==> src/rtl/lcd_rgb_fifo_reader.sv <==
// Parallel-RGB LCD timing generator fed from a 16-bit RGB565 FIFO; outputs lag the counters by one clock.
// Optional colour-bar test pattern (adds test_en) when LCD_TESTPAT_EN is defined.
module lcd_rgb_fifo_reader #(
  parameter int H_ACTIVE = 480,
  parameter int H_FP     = 8,
  parameter int H_SYNC   = 4,
  parameter int H_BP     = 43,
  parameter int V_ACTIVE = 272,
  parameter int V_FP     = 8,
  parameter int V_SYNC   = 4,
  parameter int V_BP     = 12
) (
  input  logic        clk,
  input  logic        rst_n,
`ifdef LCD_TESTPAT_EN
  input  logic        test_en,
`endif
  input  logic [15:0] fifo_do,
  input  logic        fifo_empty,
  output logic        fifo_re,
  input  logic        underflow_clr,
  output logic        lcd_hs,
  output logic        lcd_vs,
  output logic        lcd_de,
  output logic [4:0]  lcd_r,
  output logic [5:0]  lcd_g,
  output logic [4:0]  lcd_b,
  output logic        frame_start,
  output logic        underflow
);

  localparam int H_TOTAL = H_SYNC + H_BP + H_ACTIVE + H_FP;
  localparam int V_TOTAL = V_SYNC + V_BP + V_ACTIVE + V_FP;
  localparam int HW = $clog2(H_TOTAL);
  localparam int VW = $clog2(V_TOTAL);

  localparam logic [HW-1:0] H_LAST    = HW'(H_TOTAL - 1);
  localparam logic [HW-1:0] H_SYN_END = HW'(H_SYNC);
  localparam logic [HW-1:0] H_ACT_BEG = HW'(H_SYNC + H_BP);
  localparam logic [HW-1:0] H_ACT_END = HW'(H_SYNC + H_BP + H_ACTIVE);
  localparam logic [VW-1:0] V_LAST    = VW'(V_TOTAL - 1);
  localparam logic [VW-1:0] V_SYN_END = VW'(V_SYNC);
  localparam logic [VW-1:0] V_ACT_BEG = VW'(V_SYNC + V_BP);
  localparam logic [VW-1:0] V_ACT_END = VW'(V_SYNC + V_BP + V_ACTIVE);

  logic [HW-1:0] hcnt_q, hcnt_d;
  logic [VW-1:0] vcnt_q, vcnt_d;
  logic          act0;
  logic          tp_on;
  logic          uf_set;
  logic          hs_q, hs_d, vs_q, vs_d, de_q, fs_q, fs_d, rd_q, uf_q, uf_d;
  logic [15:0]   pix;

  // Stage 0: free-running raster counters and the visible-window decode.
  always_comb begin
    hcnt_d = hcnt_q + 1'b1;
    vcnt_d = vcnt_q;
    if (hcnt_q == H_LAST) begin
      hcnt_d = '0;
      vcnt_d = (vcnt_q == V_LAST) ? '0 : vcnt_q + 1'b1;
    end
  end

  assign act0 = (hcnt_q >= H_ACT_BEG) && (hcnt_q < H_ACT_END) &&
                (vcnt_q >= V_ACT_BEG) && (vcnt_q < V_ACT_END);

  // A starved pixel slot is skipped, never retried, so timing cannot stall.
  assign fifo_re = act0 & ~fifo_empty & ~tp_on;
  assign uf_set  = act0 & fifo_empty & ~tp_on;

  always_comb begin
    hs_d = ~(hcnt_q < H_SYN_END);
    vs_d = ~(vcnt_q < V_SYN_END);
    fs_d = (hcnt_q == '0) && (vcnt_q == '0);
    uf_d = uf_q;
    if (uf_set)
      uf_d = 1'b1;
    else if (underflow_clr)
      uf_d = 1'b0;
  end

  always_ff @(posedge clk or negedge rst_n) begin
    if (!rst_n) begin
      hcnt_q <= '0;
      vcnt_q <= '0;
      hs_q   <= 1'b1;
      vs_q   <= 1'b1;
      de_q   <= 1'b0;
      fs_q   <= 1'b0;
      rd_q   <= 1'b0;
      uf_q   <= 1'b0;
    end else begin
      hcnt_q <= hcnt_d;
      vcnt_q <= vcnt_d;
      hs_q   <= hs_d;
      vs_q   <= vs_d;
      de_q   <= act0;
      fs_q   <= fs_d;
      rd_q   <= fifo_re;
      uf_q   <= uf_d;
    end
  end

`ifdef LCD_TESTPAT_EN
  localparam int BAR_W = (H_ACTIVE >= 8) ? H_ACTIVE / 8 : 1;

  logic [HW-1:0] hpos;
  logic [2:0]    bar;
  logic [15:0]   pat_d, pat_q;

  assign tp_on = test_en;

  // Bars: R on for 0,1,4,5; G on for 0..3; B on for even bars.
  always_comb begin
    hpos  = hcnt_q - H_ACT_BEG;
    bar   = 3'(hpos / HW'(BAR_W));
    pat_d = '0;
    if (tp_on && act0)
      pat_d = {{5{~bar[1]}}, {6{~bar[2]}}, {5{~bar[0]}}};
  end

  always_ff @(posedge clk or negedge rst_n) begin
    if (!rst_n)
      pat_q <= '0;
    else
      pat_q <= pat_d;
  end

  assign pix = rd_q ? fifo_do : pat_q;
`else
  assign tp_on = 1'b0;
  // NOREG FIFO: data read in stage 0 appears on fifo_do during stage 1.
  assign pix   = rd_q ? fifo_do : 16'h0000;
`endif

  assign lcd_hs      = hs_q;
  assign lcd_vs      = vs_q;
  assign lcd_de      = de_q;
  assign lcd_r       = pix[15:11];
  assign lcd_g       = pix[10:5];
  assign lcd_b       = pix[4:0];
  assign frame_start = fs_q;
  assign underflow   = uf_q;

endmodule

==> config.mk <==
export PLATFORM = sky130hd
export DESIGN_NAME = lcd_rgb_fifo_reader
export DESIGN_NICKNAME = d
export VERILOG_FILES = /design/src/rtl/lcd_rgb_fifo_reader.sv
export SDC_FILE = /design/constraint.sdc
export NUM_CORES = 1
export LEC_CHECK = 0
export BUFFER_PORTS_ARGS = -buffer_cell sky130_fd_sc_hd__buf_2
export CORE_UTILIZATION = 50
export CTS_CLUSTER_SIZE = 25
export DETAILED_ROUTE_END_ITERATION = 10
export PLACE_DENSITY = 0.9
export SLEW_MARGIN = 25
export SYNTH_ARGS = -nofsm -noshare
export SYNTH_HDL_FRONTEND = slang
export SYNTH_SLANG_ARGS = --single-unit
==> constraint.sdc <==
create_clock -name clk -period 2.3 [get_ports clk]
set_input_delay 0.575 -clock clk [delete_from_list [all_inputs] [get_ports clk]]
set_output_delay 0.575 -clock clk [all_outputs]
set_load 0.1 [all_outputs]
* Word level (Yosys, flattened, before mapping)
Index checks and enable logic that the tools add are counted.
Word-level totals: flip-flop bits (word level) 25, input bits 20
Cells by class: add/sub/neg operators 2, magnitude comparators 6, equality and inequality tests 2, multiplexer cells 5, bitwise gates (word level) 5, reduce and logical (&&, ||, !) cells 7
Operators by type and width (number):
- $mux 16 | 1
- $add 10x1->10 const B | 1
- $eq 10x10->1 const B | 1
- $ge 10x6->1 const B | 1
- $logic_not 10->1 | 1
- $lt 10x10->1 const B | 1
- $lt 10x3->1 const B | 1
- $mux 10 | 1
- $add 9x1->9 const B | 1
- $eq 9x9->1 const B | 1
- $ge 9x5->1 const B | 1
- $logic_not 9->1 | 1
- $lt 9x3->1 const B | 1
- $lt 9x9->1 const B | 1
- $mux 9 | 1
- $logic_and 1x1->1 | 4
- $not 1->1 | 3
- $and 1x1->1 | 2
- $mux 1 | 2
- $reduce_bool 2->1 | 1

* Logic depth before layout (Yosys ltp)
Gate-level depths: netlist (run 1).
depth after elaboration 6, depth in mapped cells 7, mapped depth without buffers 6

* Worst setup path before layout (run 1)
No wires, ideal clock.
path type register to output, start register hcnt_q[5], end output port fifo_re, arrival time 2440 ps, data required time 1725 ps, setup slack -715 ps, stages on the path, launching flop included 5, buffers on the path 0, cells stage by stage dfrtp_1 > nor4_4 > and4b_1 > o221ai_1 > nor2_1
Between the ends: longest elaborated chain between the ends 5
Ends and longest elaborated chain:
- start: declaration | RTL line 46 | logic [HW-1:0] hcnt_q, hcnt_d;
- start signal: assignment | RTL line 93 | hcnt_q <= hcnt_d;
- $ge 10x6->1 or $lt 10x10->1 (tied branches) | RTL line 64 | assign act0 = (hcnt_q >= H_ACT_BEG) && (hcnt_q < H_ACT_END) &&
- $logic_and 1x1->1 * (2 in a row) | RTL line 64
- $logic_and 1x1->1 * | RTL line 65 | (vcnt_q >= V_ACT_BEG) && (vcnt_q < V_ACT_END);
- $and 1x1->1 * | RTL line 68 | assign fifo_re = act0 & ~fifo_empty & ~tp_on;
- end: declaration | RTL line 20 | output logic fifo_re,
Every way passes the cells marked *; elsewhere a longest branch is shown, timed or not.

* Worst setup path in the final report (run 1)
start register hcnt_q[6], end output port fifo_re
The elaborated chain is that of the path after synthesis.

==> impl_metrics.yaml, run 1 <==
timing:
  finalMaxSlewViolations: 0
  maxSlewHeadroom_pct: 64.1
  timing.final.setup_violations: 1
  hold_viol_final: 0
  final_skew_ps: 9.50
  final_min_period_over_clock_period_pct: 106
  worstMarginPinSlew_ps: 539
  rsz0062_at_grt: "true"
  fmax_mhz: 408
  fin_crit_period_ps: 2450
  post-route-worst-setup-slack_ps: -149
detailed_routing:
  routed_via_density: 5.91
  first_pass_iters: 4
  ant_nets: 0
  routed_wirelength_normalized_by_instance_count_um: 15.5
  remaining_drc_errors: 0
  detailedRoute.firstIterationViolations: 43
  wirelength_mm: 3.33
  routed-via-count: 1271
setup_path:
  worst-endpoint-arrival_ps: 1870
  critical-path-top-delay-family: "simple AND/OR/NAND/NOR gates"
  setup.worst_path.class: "flip-flop to output port"
  critPathRequiredTime_ps: 1730
  timing.critical_path.buf_inv: 1
  cp_slowest_cell: "dfrtp_2"
  setup.worst_path.end_class: "output port"
  cp_max_fo: 6
  critical_path.startpoint_type: "flip-flop"
  crit_chain: "nor4_4, and4b_1, o221ai_2, nor2_4, buf_12"
  slowest_delay_ps: 480
clocking:
  clock_sinks: 25
  tritoncts_clock_tree: "yes"
  clockRootBuffer: "clkbuf_4"
  h_tree_depth_reported_by_cts: 1
  clkLatencyLatePin_ps: 320
  max-clock-path-buffers: 2
  cts-buffers-inserted: 3
  clk_pin_slew_ps: 130
synth:
  postSynth.asyncResetShare_pct: 100
  edff_count_synth: 0
  synth_largest_type_area_fraction_pct: 43.6
  synth-xor-area-share_pct: 7.30
  dominant_combinational_cell_family_by_area_after_synthesis: "simple AND/OR/NAND/NOR gates"
  synth_top_area_cell: "dfrtp_1"
  main_area_contributors_after_synthesis: "dfrtp_1 (44%), and2_1 (8.1%), ha_1 (4.7%)"
  synthCells: 130
  ys_seq_area_share_pct: 47.6
  synth_compound_gate_area_share_pct: 5.12
  synthAdderAreaFrac_pct: 4.74
  yosys_warnings: 0
  synth.net_count: 155
  synthMuxAreaShare_pct: 1.71
  postSynth.topFlopCell: "dfrtp_1"
  yosys.cell_types.count: 32
  area_fraction_in_and_or_nand_and_nor_cells_after_synthesis_pct: 30.3
  postSynthRegisterBits: 25
  syn_area_um2: 1320
  synth.avg_cell_area_um2: 10.2
floorplan:
  design.die.area_um2: 2850
  boundary_pins: 42
  die_x_um: 53.4
  fp-row-count: 18
  placeableCoreArea_um2: 2480
  starting_density_of_the_core_pct: 53.3
  dieHeight_um: 53.4
global_route:
  aggregate_global_route_resource_usage_pct: 24.2
  wire_length_of_the_first_global_routing_pass_mm: 4.81
  grt_start_max_net_pins: 26
  antenna_found_initial: 0
  grt_pass1_vias: 1156
  grt_overflow_total: 0
cells_and_area:
  number_of_antenna_cells_inserted: 0
  regArea_um2: 632
  layout.cell_area.non_filler_um2: 1740
  syn_to_final_growth_pct: 31.6
  final_nets: 211
  drive_above_1_share_pct: 41.6
  multi_input_comb_area_um2: 692
  nFillCells: 161
power_and_ir_drop:
  irDropWorstVdd_mv: 0.325
  power_density_nw_per_um2: 379
  power_mw: 0.658
  p_leak_nw: 0.917
placement:
  gp_congestion: 0.928
  placement.cell_area_um2: 1590
  place.port_buffers: 41
  placed_wire_length_estimate_after_detailed_placement_mm: 2.21
  pre_cts_ws_ps: 106
outcome:
  violations: "setup timing"
  outcome: "finished, violations left"
hold_path:
  worst_hold_path_type: "input pin to asynchronous set/reset pin"
run:
  number_of_max_cap_violations: 0
## layout make-up
| type | instances | area share [%] |
|---|---|---|
| clock buffer | 3 | 1.30 |
| clock inverter | 1 | 0.288 |
| inverter | 8 | 1.73 |
| multi-input combinational | 94 | 39.8 |
| sequential | 25 | 36.4 |
| tap | 30 | 2.16 |
| timing repair buffer | 54 | 18.3 |
## placed cells by master, fill, tap and decap left out, drive strengths merged, types with 4 or more instances in the layout
master and count:
nand3 8, nand2 6, buf 54, nor2 10, xnor2 7, and2 17, nand4 5, inv 8
dfrtp 23, xor2 4, and3 7, ha 5
## final timing paths
kind,depth (start not counted),slack (ps),from,end
max,5,-150,hcnt_q[6],fifo_re
max reg2reg,10,110,hcnt_q[6],frame_start
min reg2reg,1,510,hcnt_q[0],hcnt_q[0]
min in group clk,2,440,underflow_clr,underflow
min,1,210,rst_n,vcnt_q[5]
max in group asynchronous,1,1700,rst_n,hcnt_q[8]
## layer usage
metal,global-route usage [%],routed length [um]
met1,25.0,1200
met2,42.7,1640
met3,3.45,286
met4,19.7,204
met5,0,0
## cells in the mapped netlist (2+ instances only)
master and number:
xor2_1 4, nand2_1 6, nand4_1 5, clkbuf_1 2, ha_1 5, a31oi_1 2, mux2_2 2, and2_1 17
dfrtp_1 23, or4_1 2, inv_1 8, xnor2_1 7, and3_1 7, dfstp_2 2, nor3_1 3, nand3_1 8
nor2_1 10, o21ai_0 3
## flip-flops by register name, indices dropped and copies added (netlist names)
signal       count
hcnt_q          10
vcnt_q           9
frame_start      1
lcd_de           1
lcd_hs           1
lcd_vs           1
rd_q             1
underflow        1
## cells by family (layout without fill, tap and decap cells)
| kind of cell | after synthesis | after routing |
|---|---|---|
| buf+inv | 11 | 66 |
| flops | 25 | 25 |
| fa+ha+maj | 5 | 5 |
| compound gates | 10 | 10 |
| xor+xnor | 11 | 11 |
| simple gates | 66 | 66 |
| mux | 2 | 2 |
## timing repair
item,4_1_cts,5_1_grt
hold buffers,0,0
setup buffers,10,4
setup endpoints to repair,1,2
pin swaps,4,8
resized for setup,7,3
## metrics by stage
step           util, %  TNS [ps]  instances  hold slack (ps)
3_3_place_gp      64.1         0        200              467
5_1_grt           70.1      -214        215              242
6_report          70.1      -149        215              210
2_1_floorplan        -         0        130              279
4_1_cts           69.2      -112        214              221
3_5_place_dp      64.1         0        200              487
## power breakdown
part | internal, mW | switching [mW] | total (mW)
sequential | 0.440 | 0.0000000000000000313 | 0.440
clock | 0.0653 | 0.129 | 0.195
combinational | 0.0113 | 0.0122 | 0.0235
(Power assumes the default switching activity.)
==> run 2, diff against run 1 <==
--- a/config.mk
+++ b/config.mk
@@ -5,11 +5,13 @@
 export SDC_FILE = /design/constraint.sdc
 export NUM_CORES = 1
 export LEC_CHECK = 0
+export ABC_AREA = 1
 export BUFFER_PORTS_ARGS = -buffer_cell sky130_fd_sc_hd__buf_2
-export CORE_UTILIZATION = 50
+export CORE_UTILIZATION = 51
 export CTS_CLUSTER_SIZE = 25
 export DETAILED_ROUTE_END_ITERATION = 10
-export PLACE_DENSITY = 0.9
+export PLACE_DENSITY = 0.89
+export SKIP_CTS_REPAIR_TIMING = 1
 export SLEW_MARGIN = 25
 export SYNTH_ARGS = -nofsm -noshare
 export SYNTH_HDL_FRONTEND = slang
==> impl_metrics.yaml, run 2 <==
synth:
  most_instantiated_library_cell_after_synthesis: "nand2_1"
  postSynth.topFlopCell: "dfrtp_1"
  postSynth.asyncResetShare_pct: 100
  syn_area_um2: 1490
  synth_top_area_cell: "dfrtp_1"
  yosys.cell_types.count: 23
  synth.net_count: 233
  yosys_warnings: 0
  ys_seq_area_share_pct: 42.3
  synth_largest_type_area_fraction_pct: 38.7
  synth.avg_cell_area_um2: 7.15
  main_area_contributors_after_synthesis: "dfrtp_1 (39%), nand2_1 (15%), inv_1 (11%)"
  postSynthRegisterBits: 25
  yosys-top-cells-count: "nand2_1 (61), inv_1 (42), dfrtp_1 (23), nor2_1 (23), nand3_1 (16)"
  edff_count_synth: 0
  synthCells: 208
setup_path:
  setup.worst_path.class: "flip-flop to output port"
  setup.worst_path.end_class: "output port"
  worst-endpoint-arrival_ps: 1690
  critical_path.startpoint_type: "flip-flop"
  critPathRequiredTime_ps: 1730
  cp_max_fo: 5
  rrSetupSlack_ps: 670
clocking:
  clkLatencyLatePin_ps: 320
  max-clock-path-buffers: 2
  clockRootBuffer: "clkbuf_4"
  h_tree_depth_reported_by_cts: 1
  clk_pin_slew_ps: 140
  tritoncts_clock_tree: "yes"
  cts-buffers-inserted: 3
  clock_sinks: 25
cells_and_area:
  final_common_cell: "nand2_1"
  drive_above_1_share_pct: 25.0
  final_nets: 278
  nFillCells: 223
  largest_register_ff_count: 10
  largest-register: "hcnt_q"
  layout.cells.most_common_list: "nand2_1 (60), inv_1 (42), buf_2 (40), dfrtp_1 (23), nor2_1 (22)"
  postLayoutCoreUtil_pct: 65.1
  number_of_antenna_cells_inserted: 0
  syn_to_final_growth_pct: 20.7
  largest_registers: "hcnt_q: 10 flops, vcnt_q: 9 flops"
floorplan:
  placeableCoreArea_um2: 2760
  boundary_pins: 42
  starting_density_of_the_core_pct: 53.9
  die_x_um: 56.0
  design.die.area_um2: 3130
  dieHeight_um: 56.0
  fp-row-count: 19
power_and_ir_drop:
  power_density_nw_per_um2: 373
  irDropWorstVdd_mv: 0.348
  power_mw: 0.669
  p_leak_nw: 1.13
timing:
  fin_crit_period_ps: 2270
  rsz0062_at_grt: "true"
  fmax_mhz: 441
  maxSlewHeadroom_pct: 64.3
  timing.final.setup_violations: 0
  finalMaxSlewViolations: 0
  final_skew_ps: 1.91
  tns_ps: 0
  hold_viol_final: 0
  worstMarginPinSlew_ps: 535
  final_min_period_over_clock_period_pct: 98.6
placement:
  place.port_buffers: 41
  placed_wire_length_estimate_after_detailed_placement_mm: 2.22
  gp_congestion: 0.870
detailed_routing:
  ant_nets: 0
  routed-via-count: 1388
  routed_wirelength_normalized_by_instance_count_um: 10.6
  remaining_drc_errors: 0
  routed_via_density: 4.90
  detailedRoute.firstIterationViolations: 50
  first_pass_iters: 4
  wirelength_mm: 3.00
global_route:
  grt_pass1_vias: 1212
  aggregate_global_route_resource_usage_pct: 19.5
  wire_length_of_the_first_global_routing_pass_mm: 4.88
  grt_start_max_net_pins: 26
  antenna_found_initial: 0
  grt_overflow_total: 0
outcome:
  outcome: "complete, no violations"
hold_path:
  worst_hold_path_type: "input pin to asynchronous set/reset pin"
run:
  number_of_max_cap_violations: 0
run 2: cell count changes after synthesis, sizes merged, moves of 3 or more:
cell,previous run,this run
nand2,6,62
inv,8,44
nor2,10,27
and2,17,1
nand3,8,17
and3,7,0
xnor2,7,1
o21ai,3,6
or4,3,0
run 2: where the power goes:
part	switching [mW]	total [mW]	internal (mW)
clock	0.138	0.204	0.0665
sequential	0	0.440	0.440
combinational	0.0134	0.0247	0.0113
total	0.151	0.669	0.518
run 2: critical path, cell delays in order (launching register included):
cell,delay (ps)
dfrtp_1,430
ha_2,220
nand3_2,60
nand2_2,90
nand2_1,50
nand2_1,90
nand3_2,120
nor2_4,130
buf_12,180
run 2: logic make-up after synthesis:
group,share of synthesized area (%)
simple gates,36.2
buf+inv,12.6
flops,42.3
compound gates,2.36
fa+ha+maj,4.21
xor+xnor,2.36
run 2: routing by layer:
layer	up-vias	global-route usage, %	part of all wire, %
met4	0	8.71	1.7
met3	6	4.42	8.4
met5	-	0	0
li1	715	-	-
met1	603	22.5	44
met2	64	34.2	45
run 2: final cells by class:
| class | count | area (um^2) | share of cell area [%] |
|---|---|---|---|
| multi-input combinational | 136 | 697 | 38.8 |
| sequential | 25 | 628 | 35.0 |
| timing repair buffer | 43 | 235 | 13.1 |
| inverter | 44 | 165 | 9.21 |
| tap | 31 | 38.8 | 2.16 |
| clock buffer | 3 | 22.5 | 1.26 |
| clock inverter | 1 | 7.51 | 0.418 |
run 2: final timing paths:
path,startpoint,endpoint,cells after the start
worst max register to register,hcnt_q[0],hcnt_q[9],9
max in group asynchronous,rst_n,lcd_hs,1
min in group clk,fifo_empty,rd_q,2
worst max-delay path,hcnt_q[0],fifo_re,8
worst min register to register,underflow,underflow,2
worst min-delay path,rst_n,vcnt_q[6],1
run 2: per-stage QoR:
step	hold WS, ps	instance area [um^2]	std cells	worst slack (ps)
after floorplan	279	1490	208	114
final	207	1790	283	31.4
after global routing	238	1790	283	-80.6
after detailed placement	472	1730	277	212
after CTS	223	1760	281	-168
after global placement	468	1730	277	256
